==> src/rtl/adc_ddr_capture_gen.sv <==
// DDR ADC capture engine: forwards clk to the ADC, waits out the pipeline latency,
// then packs PIX_NUM {rise,fall} samples into RAM words with a zero-padded tail.
module adc_ddr_capture_gen #(
  parameter int ADC_BITS  = 8,
  parameter int PIX_NUM   = 512,
  parameter int PIPE_DLY  = 4,
  parameter int SPW       = 2,
  parameter int RAM_AW    = 10,
  parameter int BYTE_ADDR = 1
) (
  input  logic                      clk,
  input  logic                      rst_n,
  output logic                      adc_clk_o,
  input  logic [ADC_BITS-1:0]       adc_data_in,
  output logic                      adc_oeb,
  input  logic                      adc_start_in,
  input  logic                      abort_in,
  input  logic [RAM_AW-1:0]         base_addr_in,
  output logic                      busy_o,
  output logic                      adc_done_out,
  output logic                      aborted_o,
  output logic                      overrun_o,
  output logic [15:0]               frame_cnt_o,
  output logic [RAM_AW-1:0]         ram_addr_o,
  output logic [SPW*2*ADC_BITS-1:0] ram_data_o,
  output logic                      ram_wr_o
);

  localparam int SW     = 2 * ADC_BITS;
  localparam int WW     = SPW * SW;
  localparam int LW     = (SPW > 1) ? $clog2(SPW) : 1;
  localparam int STEP_I = (BYTE_ADDR != 0) ? ((WW / 8 > 0) ? WW / 8 : 1) : 1;
  localparam logic [RAM_AW-1:0] STEP = RAM_AW'(STEP_I);

  typedef enum logic [2:0] {
    S_IDLE,
    S_LATENCY,
    S_CAPTURE,
    S_FLUSH,
    S_DONE
  } state_e;

  state_e              state_q, state_d;
  logic [3:0]          dly_q, dly_d;
  logic [15:0]         cnt_q, cnt_d;
  logic [LW-1:0]       lane_q, lane_d;
  logic [WW-1:0]       pack_q, pack_d;
  logic                full_q, full_d;
  logic [RAM_AW-1:0]   addr_q, addr_d;
  logic                wr_q, wr_d;
  logic [WW-1:0]       wdata_q, wdata_d;
  logic [RAM_AW-1:0]   waddr_q, waddr_d;
  logic                done_q, done_d;
  logic                aborted_q, aborted_d;
  logic                overrun_q, overrun_d;
  logic [15:0]         fcnt_q, fcnt_d;

  logic [ADC_BITS-1:0] r_q, f_q, f_sync_q;
  logic [SW-1:0]       sample;
  logic                last_sample;
  logic                abort_take;

  // Falling-edge half is caught on negedge, then moved back onto the posedge grid.
  always_ff @(negedge clk) begin
    f_q <= adc_data_in;
  end

  always_ff @(posedge clk) begin
    r_q      <= adc_data_in;
    f_sync_q <= f_q;
  end

  assign sample      = {r_q, f_sync_q};
  assign last_sample = (cnt_q == 16'(PIX_NUM - 1));
  assign abort_take  = abort_in && ((state_q == S_LATENCY) || (state_q == S_CAPTURE) ||
                                    (state_q == S_FLUSH));

  always_ff @(posedge clk) begin
    if (!rst_n) begin
      state_q   <= S_IDLE;
      dly_q     <= '0;
      cnt_q     <= '0;
      lane_q    <= '0;
      pack_q    <= '0;
      full_q    <= 1'b0;
      addr_q    <= '0;
      wr_q      <= 1'b0;
      wdata_q   <= '0;
      waddr_q   <= '0;
      done_q    <= 1'b0;
      aborted_q <= 1'b0;
      overrun_q <= 1'b0;
      fcnt_q    <= '0;
    end else begin
      state_q   <= state_d;
      dly_q     <= dly_d;
      cnt_q     <= cnt_d;
      lane_q    <= lane_d;
      pack_q    <= pack_d;
      full_q    <= full_d;
      addr_q    <= addr_d;
      wr_q      <= wr_d;
      wdata_q   <= wdata_d;
      waddr_q   <= waddr_d;
      done_q    <= done_d;
      aborted_q <= aborted_d;
      overrun_q <= overrun_d;
      fcnt_q    <= fcnt_d;
    end
  end

  always_comb begin
    state_d   = state_q;
    dly_d     = dly_q;
    cnt_d     = cnt_q;
    lane_d    = lane_q;
    pack_d    = pack_q;
    full_d    = 1'b0;
    addr_d    = addr_q;
    wr_d      = 1'b0;
    wdata_d   = wdata_q;
    waddr_d   = waddr_q;
    done_d    = 1'b0;
    aborted_d = 1'b0;
    overrun_d = overrun_q;
    fcnt_d    = fcnt_q;

    // A completed (or final partial) word is written one cycle after it fills.
    if (full_q) begin
      wr_d    = 1'b1;
      wdata_d = pack_q;
      waddr_d = addr_q;
      addr_d  = addr_q + STEP;
    end

    if (adc_start_in && (state_q != S_IDLE)) begin
      overrun_d = 1'b1;
    end

    case (state_q)
      S_IDLE: begin
        if (adc_start_in) begin
          state_d = S_LATENCY;
          addr_d  = base_addr_in;
          dly_d   = '0;
          cnt_d   = '0;
          lane_d  = '0;
          pack_d  = '0;
        end
      end
      S_LATENCY: begin
        if (dly_q == 4'(PIPE_DLY - 1)) begin
          state_d = S_CAPTURE;
        end else begin
          dly_d = dly_q + 4'd1;
        end
      end
      S_CAPTURE: begin
        // Lane 0 starts a fresh word, so a short tail leaves its upper lanes zero.
        if (lane_q == '0) begin
          pack_d = '0;
        end
        for (int i = 0; i < SPW; i++) begin
          if (lane_q == LW'(i)) begin
            pack_d[i*SW +: SW] = sample;
          end
        end
        full_d = (lane_q == LW'(SPW - 1)) || last_sample;
        lane_d = (lane_q == LW'(SPW - 1)) ? '0 : lane_q + LW'(1);
        cnt_d  = cnt_q + 16'd1;
        if (last_sample) begin
          state_d = S_FLUSH;
        end
      end
      S_FLUSH: begin
        state_d = S_DONE;
      end
      S_DONE: begin
        done_d  = 1'b1;
        fcnt_d  = fcnt_q + 16'd1;
        state_d = S_IDLE;
      end
      default: begin
        state_d = S_IDLE;
      end
    endcase

    // The write already on the bus finishes; anything still pending is dropped.
    if (abort_take) begin
      state_d   = S_IDLE;
      aborted_d = 1'b1;
      full_d    = 1'b0;
      wr_d      = 1'b0;
      addr_d    = addr_q;
      wdata_d   = wdata_q;
      waddr_d   = waddr_q;
    end
  end

  assign adc_clk_o    = clk;
  assign adc_oeb      = 1'b0;
  assign busy_o       = (state_q != S_IDLE);
  assign adc_done_out = done_q;
  assign aborted_o    = aborted_q;
  assign overrun_o    = overrun_q;
  assign frame_cnt_o  = fcnt_q;
  assign ram_addr_o   = waddr_q;
  assign ram_data_o   = wdata_q;
  assign ram_wr_o     = wr_q;

endmodule

==> config.mk <==
export PLATFORM = sky130hd
export DESIGN_NAME = adc_ddr_capture_gen
export DESIGN_NICKNAME = d
export VERILOG_FILES = /design/src/rtl/adc_ddr_capture_gen.sv
export SDC_FILE = /design/constraint.sdc
export NUM_CORES = 1
export LEC_CHECK = 0
export CAP_MARGIN = 20
export CORE_AREA = 2 2 105 147
export DETAILED_ROUTE_END_ITERATION = 12
export DIE_AREA = 0 0 107 149
export PLACE_DENSITY_LB_ADDON = 0.15
export SLEW_MARGIN = 20
export SYNTH_ARGS = -nofsm -noshare
export SYNTH_HDL_FRONTEND = slang
export SYNTH_SLANG_ARGS = --single-unit
==> constraint.sdc <==
create_clock -name clk -period 3.6 [get_ports clk]
set_clock_uncertainty 0.1 [all_clocks]
set_input_delay 1.08 -clock clk [delete_from_list [all_inputs] [get_ports clk]]
set_output_delay 1.08 -clock clk [all_outputs]
set_load 0.01 [all_outputs]
## Yosys cells after proc, flatten, opt, wreduce, memory -nomap -nowiden

Index checks and enable logic that the tools add are counted.

- $add $sub $neg: 5
- Equal/unequal tests: 11
- Mux-type cells: 23
- Bitwise operators: 3
- Reduce and logical (&&, ||, !) cells: 16

Operator list:

| kind | number |
|---|---|
| two-way mux 32 bit | 2 |
| one-hot mux 32 bit (2 select lines) | 1 |
| two-way mux 16 bit | 3 |
| adder 16 x 1 -> 16 bit (second input constant) | 2 |
| one-hot mux 16 bit (2 select lines) | 1 |
| two-way mux 10 bit | 3 |
| == test 16 x 9 -> 1 bit (second input constant) | 1 |
| one-hot mux 3 bit (4 select lines) | 1 |
| adder 10 x 3 -> 10 bit (second input constant) | 1 |
| two-way mux 3 bit | 3 |
| AND reduction 3 bit | 3 |
| two-way mux 4 bit | 2 |
| inequality test 2 bit (second input constant) | 4 |
| one-hot mux 4 bit (2 select lines) | 1 |
| == test 3 x 2 -> 1 bit (second input constant) | 2 |
| two-way mux 1 bit | 5 |
| adder 4 x 1 -> 4 bit (second input constant) | 1 |
| == test 4 x 2 -> 1 bit (second input constant) | 1 |
| AND reduction 2 bit | 2 |
| nonzero test 2 bit | 2 |
| == test 3 x 1 -> 1 bit (second input constant) | 1 |
| == test 3 bit (second input constant) | 1 |
| logical NOT 3 bit | 1 |
| logical OR 1 bit | 3 |
| 8 further kinds | 11 |

- Register bits: 153
- Bits of input ports: 22
- Output and inout bits: 65
- Logic and storage cells: 76

## Longest topological paths before layout

Gate-level depths: netlist of run 1.

- Depth in word-level cells: 6
- Depth in mapped cells: 8
- Mapped depth without buffers: 5

==> impl_metrics.env, run 1 <==
export IMPL_path_cells="clkbuf_16 -> clkbuf_16 -> dlygate4sd2_1"
export IMPL_grt_pass1_wl_um=22670
export IMPL_postRouteAntennaNets=0
export IMPL_wire_per_inst_um=15.03
export IMPL_fin_area_mm2=0.007461
export IMPL_area_delta_synth_final_pct=30.42
export IMPL_synth_area_mm2=0.005720
export IMPL_hpwlAfterDp_um=9627
export IMPL_initial_core_util_pct=38.68
export IMPL_num_rows=53
export IMPL_hold_viol=0
export IMPL_async_flop_share_pct=0
export IMPL_min_delay_start="pack_q[18]"
export IMPL_dpl_cell_area_mm2=0.006711
export IMPL_synth_most_common_cell="dfxtp_1"
export IMPL_cts_hold_buf=0
export IMPL_post_place_ws_ns=0.06355
export IMPL_synth_common_cells="dfxtp_1, nand2_1, a21oi_1"
export IMPL_die_area_mm2=0.01594
export IMPL_yosys_top_cells_area="dfxtp_1, nand2_1, a21oi_1"
export IMPL_dr_total_vias=4932
export IMPL_ir_worst_vdd_v=0.0003558
export IMPL_antenna_found_initial=0
export IMPL_wirelength_um=14130
export IMPL_instances_no_fill=940
export IMPL_vias_per_cell=5.247
export IMPL_grt_max_degree=47
export IMPL_worst_hold_path_endpoint="ram_data_o[18]"
export IMPL_hold_depth=2
export IMPL_grtUsageTotal_pct=18.26
export IMPL_gr_total_overflow=0
export IMPL_post_cts_buffers=0
export IMPL_synth_flop_cell="dfxtp_1"
export IMPL_power_leakage_nw=2.564
export IMPL_cp_slowest_stage_delay_ns=0.27
export IMPL_die_x_um=107
export IMPL_path_buf_inv=3
export IMPL_cts_tree="done"
export IMPL_r2r_end="f_sync_q[0]"
export IMPL_status="completed"
export IMPL_io_buffers=85
export IMPL_ios=87
export IMPL_min_path_type="reg2reg"
export IMPL_path_max_fanout=2
export IMPL_ff2ff_setup_slack_ns=1.25
export IMPL_ys_seq_area_share_pct=53.54
export IMPL_drc=0
export IMPL_setup_worst_path_end_class="primary output"
export IMPL_utilization_pct=50.45
export IMPL_grt_pass1_vias=4711
export IMPL_worstPathRequired_ns=2.42
export IMPL_synth_seq_cells=153
export IMPL_setup_ws_ns=0.1064
export IMPL_finalSetupTns_ns=0
export IMPL_synth_edf_count=0
export IMPL_timing_slew_headroom_pct=55.83
export IMPL_synth_area_leader_cell="dfxtp_1"
export IMPL_globalplace_congestion=0.7895
export IMPL_clk_pin_slew_ns=0.06
export IMPL_r2r_start="f_q[0]"
export IMPL_cap_violations=0
export IMPL_synth_top_area_share_pct=53.54
export IMPL_drtIter0Drc=226
export IMPL_whs_ns=0.3525
export IMPL_critPathKind="clk2out"
export IMPL_layout_drive_gt1_share_pct=7.754
export IMPL_maxSlewViolCount=0
export IMPL_total_power_mw=4.042
export IMPL_cpMostUsedCell="clkbuf_16"
export IMPL_coreArea_mm2=0.01479
export IMPL_p_per_area_mw_per_mm2=541.8
export IMPL_drtPass1Iterations=5
export IMPL_placedCellCount=898
export IMPL_reg2reg_depth=0
export IMPL_tightest_slew_ns=0.6556
export IMPL_insertion_delay_ns=0.57
export IMPL_start_kind="clock port"
export IMPL_rsz0062_at_grt="false"
export IMPL_syn_area_per_cell_um2=8.681
export IMPL_finalSetupViolCount=0
export IMPL_synth_nets=685
export IMPL_critPathTopFamily="buffers and inverters"
export IMPL_yosysWarnings=0
export IMPL_antenna_diode_count=0
export IMPL_cp_arrival_ns=2.31
export IMPL_syn_instance_count=659
export IMPL_layout_nets=761
export IMPL_die_h_um=149
export IMPL_slowest_stage="dlygate4sd2_1"
export IMPL_yosysUniqueCellTypes=59
## sequential cells by signal, indices dropped and copies added (netlist names)
signal and count:
f_q 8, pack_q 32, dly_q 4, r_q 8
f_sync_q 8, full_q 1, ram_data_o 32, adc_done_out 1
ram_addr_o 10, lane_q 1, frame_cnt_o 16, cnt_q 16
ram_wr_o 1, addr_q 10, overrun_o 1, state_q 3
aborted_o 1
## cells by family after synthesis
| family | synth area share (%) |
|---|---|
| compound gates | 15.38 |
| xor+xnor | 1.990 |
| fa+ha+maj | 0.8749 |
| buf+inv | 4.112 |
| flops | 53.54 |
| mux | 0.7218 |
| other cells | 0.06555 |
| simple gates | 23.32 |
## timing repair
item / 4_1_cts / 5_1_grt
endpoints found under the hold margin: 0 / 0
gates resized for setup: 1 / 0
setup endpoints to repair: 1 / 0
## metal layers
layer  GRT usage (%)  vias to the layer above  share of wire, %
met3           4.675                       20               4.7
met1           20.29                     2331                40
met2           32.93                      134                53
li1                -                     2447                 -
met4           7.403                        0               2.0
met5               0                        -                 0
## report_power, final
part | switching, mW | internal (mW) | total [mW]
logic | 0.112 | 0.0704 | 0.182
clock network | 0.764 | 1.34 | 2.10
registers | 0.0312 | 1.73 | 1.76
## final cells by class
type / instances / area [µm²]
tap: 192 / 240.2
clock buffer: 28 / 641.9
clock inverter: 16 / 121.4
multi-input combinational: 452 / 2426
inverter: 6 / 22.52
fill: 1423 / 7327
timing repair buffer: 93 / 945.9
sequential: 153 / 3063
## placed cells by master, fill, tap and decap left out, drive strengths merged, types with 2 or more instances in the layout
master	synthesis	final
nand3	28	28
nand4	12	12
nor3b	4	4
a21oi	79	79
a22oi	19	19
clkinv	0	3
and3	2	2
or3	5	5
a41o	2	2
o211ai	4	4
nand2b	6	6
buf	19	9
nor4	9	9
o22ai	3	3
ha	4	4
inv	7	18
xor2	3	3
a211oi	2	2
a31oi	9	9
clkbuf	28	27
nand2	128	128
nor3	9	9
clkdlybuf4s50	0	84
or3b	3	3
nand4b	3	3
and2	4	4
xnor2	10	10
nor2	54	54
a31o	2	2
dfxtp	153	153
o21ai	16	16
or2	4	4
mux2i	3	3
a2111oi	2	2
o21a	3	3
or4	6	6
## worst max path at each step
stage / start / to / slack [ns] / cells past startpoint
5_1_grt: clk / adc_clk_o / 0.09 / 3
3_5_place_dp: adc_data_in[7] / f_q[7] / 0.06 / 1
6_report: clk / adc_clk_o / 0.11 / 3
3_3_place_gp: adc_data_in[1] / f_q[1] / 0.09 / 1
2_1_floorplan: clk / adc_clk_o / 0.50 / 1
4_1_cts: clk / adc_clk_o / 0.10 / 3
(Power assumes the default switching activity.)
==> run 2: changes to the inputs <==
--- a/config.mk
+++ b/config.mk
@@ -7,6 +7,7 @@
 export LEC_CHECK = 0
 export CAP_MARGIN = 20
 export CORE_AREA = 2 2 105 147
+export CTS_BUF_LIST = sky130_fd_sc_hd__clkbuf_8 sky130_fd_sc_hd__clkbuf_16
 export DETAILED_ROUTE_END_ITERATION = 12
 export DIE_AREA = 0 0 107 149
 export PLACE_DENSITY_LB_ADDON = 0.15
==> impl_metrics.env, run 2 (synthesized netlist as in run 1, its figures left out) <==
export IMPL_worstPathRequired_ns=2.42
export IMPL_power_leakage_nw=2.572
export IMPL_finalSetupTns_ns=0
export IMPL_clk_pin_slew_ns=0.06
export IMPL_drtPass1Iterations=5
export IMPL_critPathKind="clk2out"
export IMPL_tightest_slew_ns=0.6626
export IMPL_finalSetupViolCount=0
export IMPL_r2r_start="f_q[0]"
export IMPL_layout_nets=761
export IMPL_cts_tree="done"
export IMPL_whs_ns=0.3525
export IMPL_slowest_stage="dlygate4sd2_1"
export IMPL_path_cells="clkbuf_16 -> clkbuf_16 -> dlygate4sd2_1"
export IMPL_dr_total_vias=4935
export IMPL_layout_drive_gt1_share_pct=7.754
export IMPL_cts_hold_buf=0
export IMPL_die_h_um=149
export IMPL_worst_hold_path_endpoint="ram_data_o[18]"
export IMPL_rsz0062_at_grt="false"
export IMPL_min_delay_start="pack_q[18]"
export IMPL_cp_slowest_stage_delay_ns=0.27
export IMPL_wirelength_um=14090
export IMPL_die_x_um=107
export IMPL_status="completed"
export IMPL_cpMostUsedCell="clkbuf_16"
export IMPL_num_rows=53
export IMPL_hold_viol=0
export IMPL_timing_slew_headroom_pct=55.36
export IMPL_post_cts_buffers=0
export IMPL_total_power_mw=4.038
export IMPL_antenna_diode_count=0
export IMPL_vias_per_cell=5.250
export IMPL_drc=0
export IMPL_wire_per_inst_um=14.99
export IMPL_placedCellCount=898
export IMPL_io_buffers=85
export IMPL_ios=87
export IMPL_reg2reg_depth=0
export IMPL_seq_area_mm2=0.003063
export IMPL_drtIter0Drc=229
export IMPL_path_buf_inv=3
export IMPL_final_common_cell="dfxtp_1"
export IMPL_grtUsageTotal_pct=18.26
export IMPL_insertion_delay_ns=0.57
export IMPL_die_area_mm2=0.01594
export IMPL_grt_pass1_wl_um=22670
export IMPL_area_delta_synth_final_pct=30.42
export IMPL_grt_pass1_vias=4711
export IMPL_instances_no_fill=940
export IMPL_final_cell_mix="dfxtp_1, nand2_1, clkdlybuf4s50_1"
export IMPL_multi_input_area_mm2=0.002426
export IMPL_post_cts_resized=1
export IMPL_ir_worst_vdd_v=0.0003562
export IMPL_initial_core_util_pct=38.68
export IMPL_postRouteAntennaNets=0
export IMPL_fin_area_mm2=0.007461
export IMPL_gr_total_overflow=0
export IMPL_maxSlewViolCount=0
export IMPL_grt_max_degree=47
export IMPL_globalplace_congestion=0.7895
export IMPL_r2r_end="f_sync_q[0]"
export IMPL_start_kind="clock port"
export IMPL_antenna_found_initial=0
export IMPL_hold_depth=2
export IMPL_cap_violations=0
export IMPL_cp_arrival_ns=2.31
export IMPL_critPathTopFamily="buffers and inverters"
export IMPL_min_path_type="reg2reg"
export IMPL_ff2ff_setup_slack_ns=1.25
export IMPL_path_max_fanout=2
export IMPL_coreArea_mm2=0.01479
export IMPL_fillers=1423
export IMPL_hpwlAfterDp_um=9627
export IMPL_p_per_area_mw_per_mm2=541.2
export IMPL_setup_worst_path_end_class="primary output"
export IMPL_dpl_cell_area_mm2=0.006711
==> run 2: changes by cell type in the layout (fill, tap and decap cells not counted) <==
cell      previous run  this run
inv_1               13        15
clkbuf_1             2         0
==> run 2: worst max path at each step <==
stage / start / to / slack (ns) / cells after the start
after floorplan: clk / adc_clk_o / 0.50 / 1
after detailed placement: adc_data_in[7] / f_q[7] / 0.06 / 1
after global placement: adc_data_in[1] / f_q[1] / 0.09 / 1
final: clk / adc_clk_o / 0.11 / 3
after CTS: clk / adc_clk_o / 0.10 / 3
after global routing: clk / adc_clk_o / 0.09 / 3
==> run 2: where the power goes <==
group / internal [mW] / total (mW) / switching [mW]
clock network: 1.33 / 2.10 / 0.765
logic: 0.0704 / 0.182 / 0.112
registers: 1.73 / 1.76 / 0.0312
total: 3.13 / 4.04 / 0.908
==> run 2: metal layers <==
metal / vias to the layer above / track usage, % / share of wire [%]
met4: 0 / 7.403 / 2.0
met3: 19 / 4.675 / 4.5
li1: 2447 / - / -
met2: 126 / 32.93 / 53
met5: - / 0 / 0
met1: 2343 / 20.29 / 40
==> run 2: layout make-up <==
cell class	instances	area share [%]
sequential	153	41.05
tap	192	3.220
clock inverter	18	1.727
multi-input combinational	452	32.52
clock buffer	26	8.502
timing repair buffer	93	12.68
inverter	6	0.3019
==> run 2: through the flow <==
| stage | utilization (%) | setup slack [ns] |
|---|---|---|
| 2_1_floorplan | - | 0.5009 |
| 3_3_place_gp | 45.38 | 0.08518 |
| 4_1_cts | 50.45 | 0.1013 |
| 5_1_grt | 50.45 | 0.09357 |
| 6_report | 50.45 | 0.1064 |
| 3_5_place_dp | 45.38 | 0.06355 |
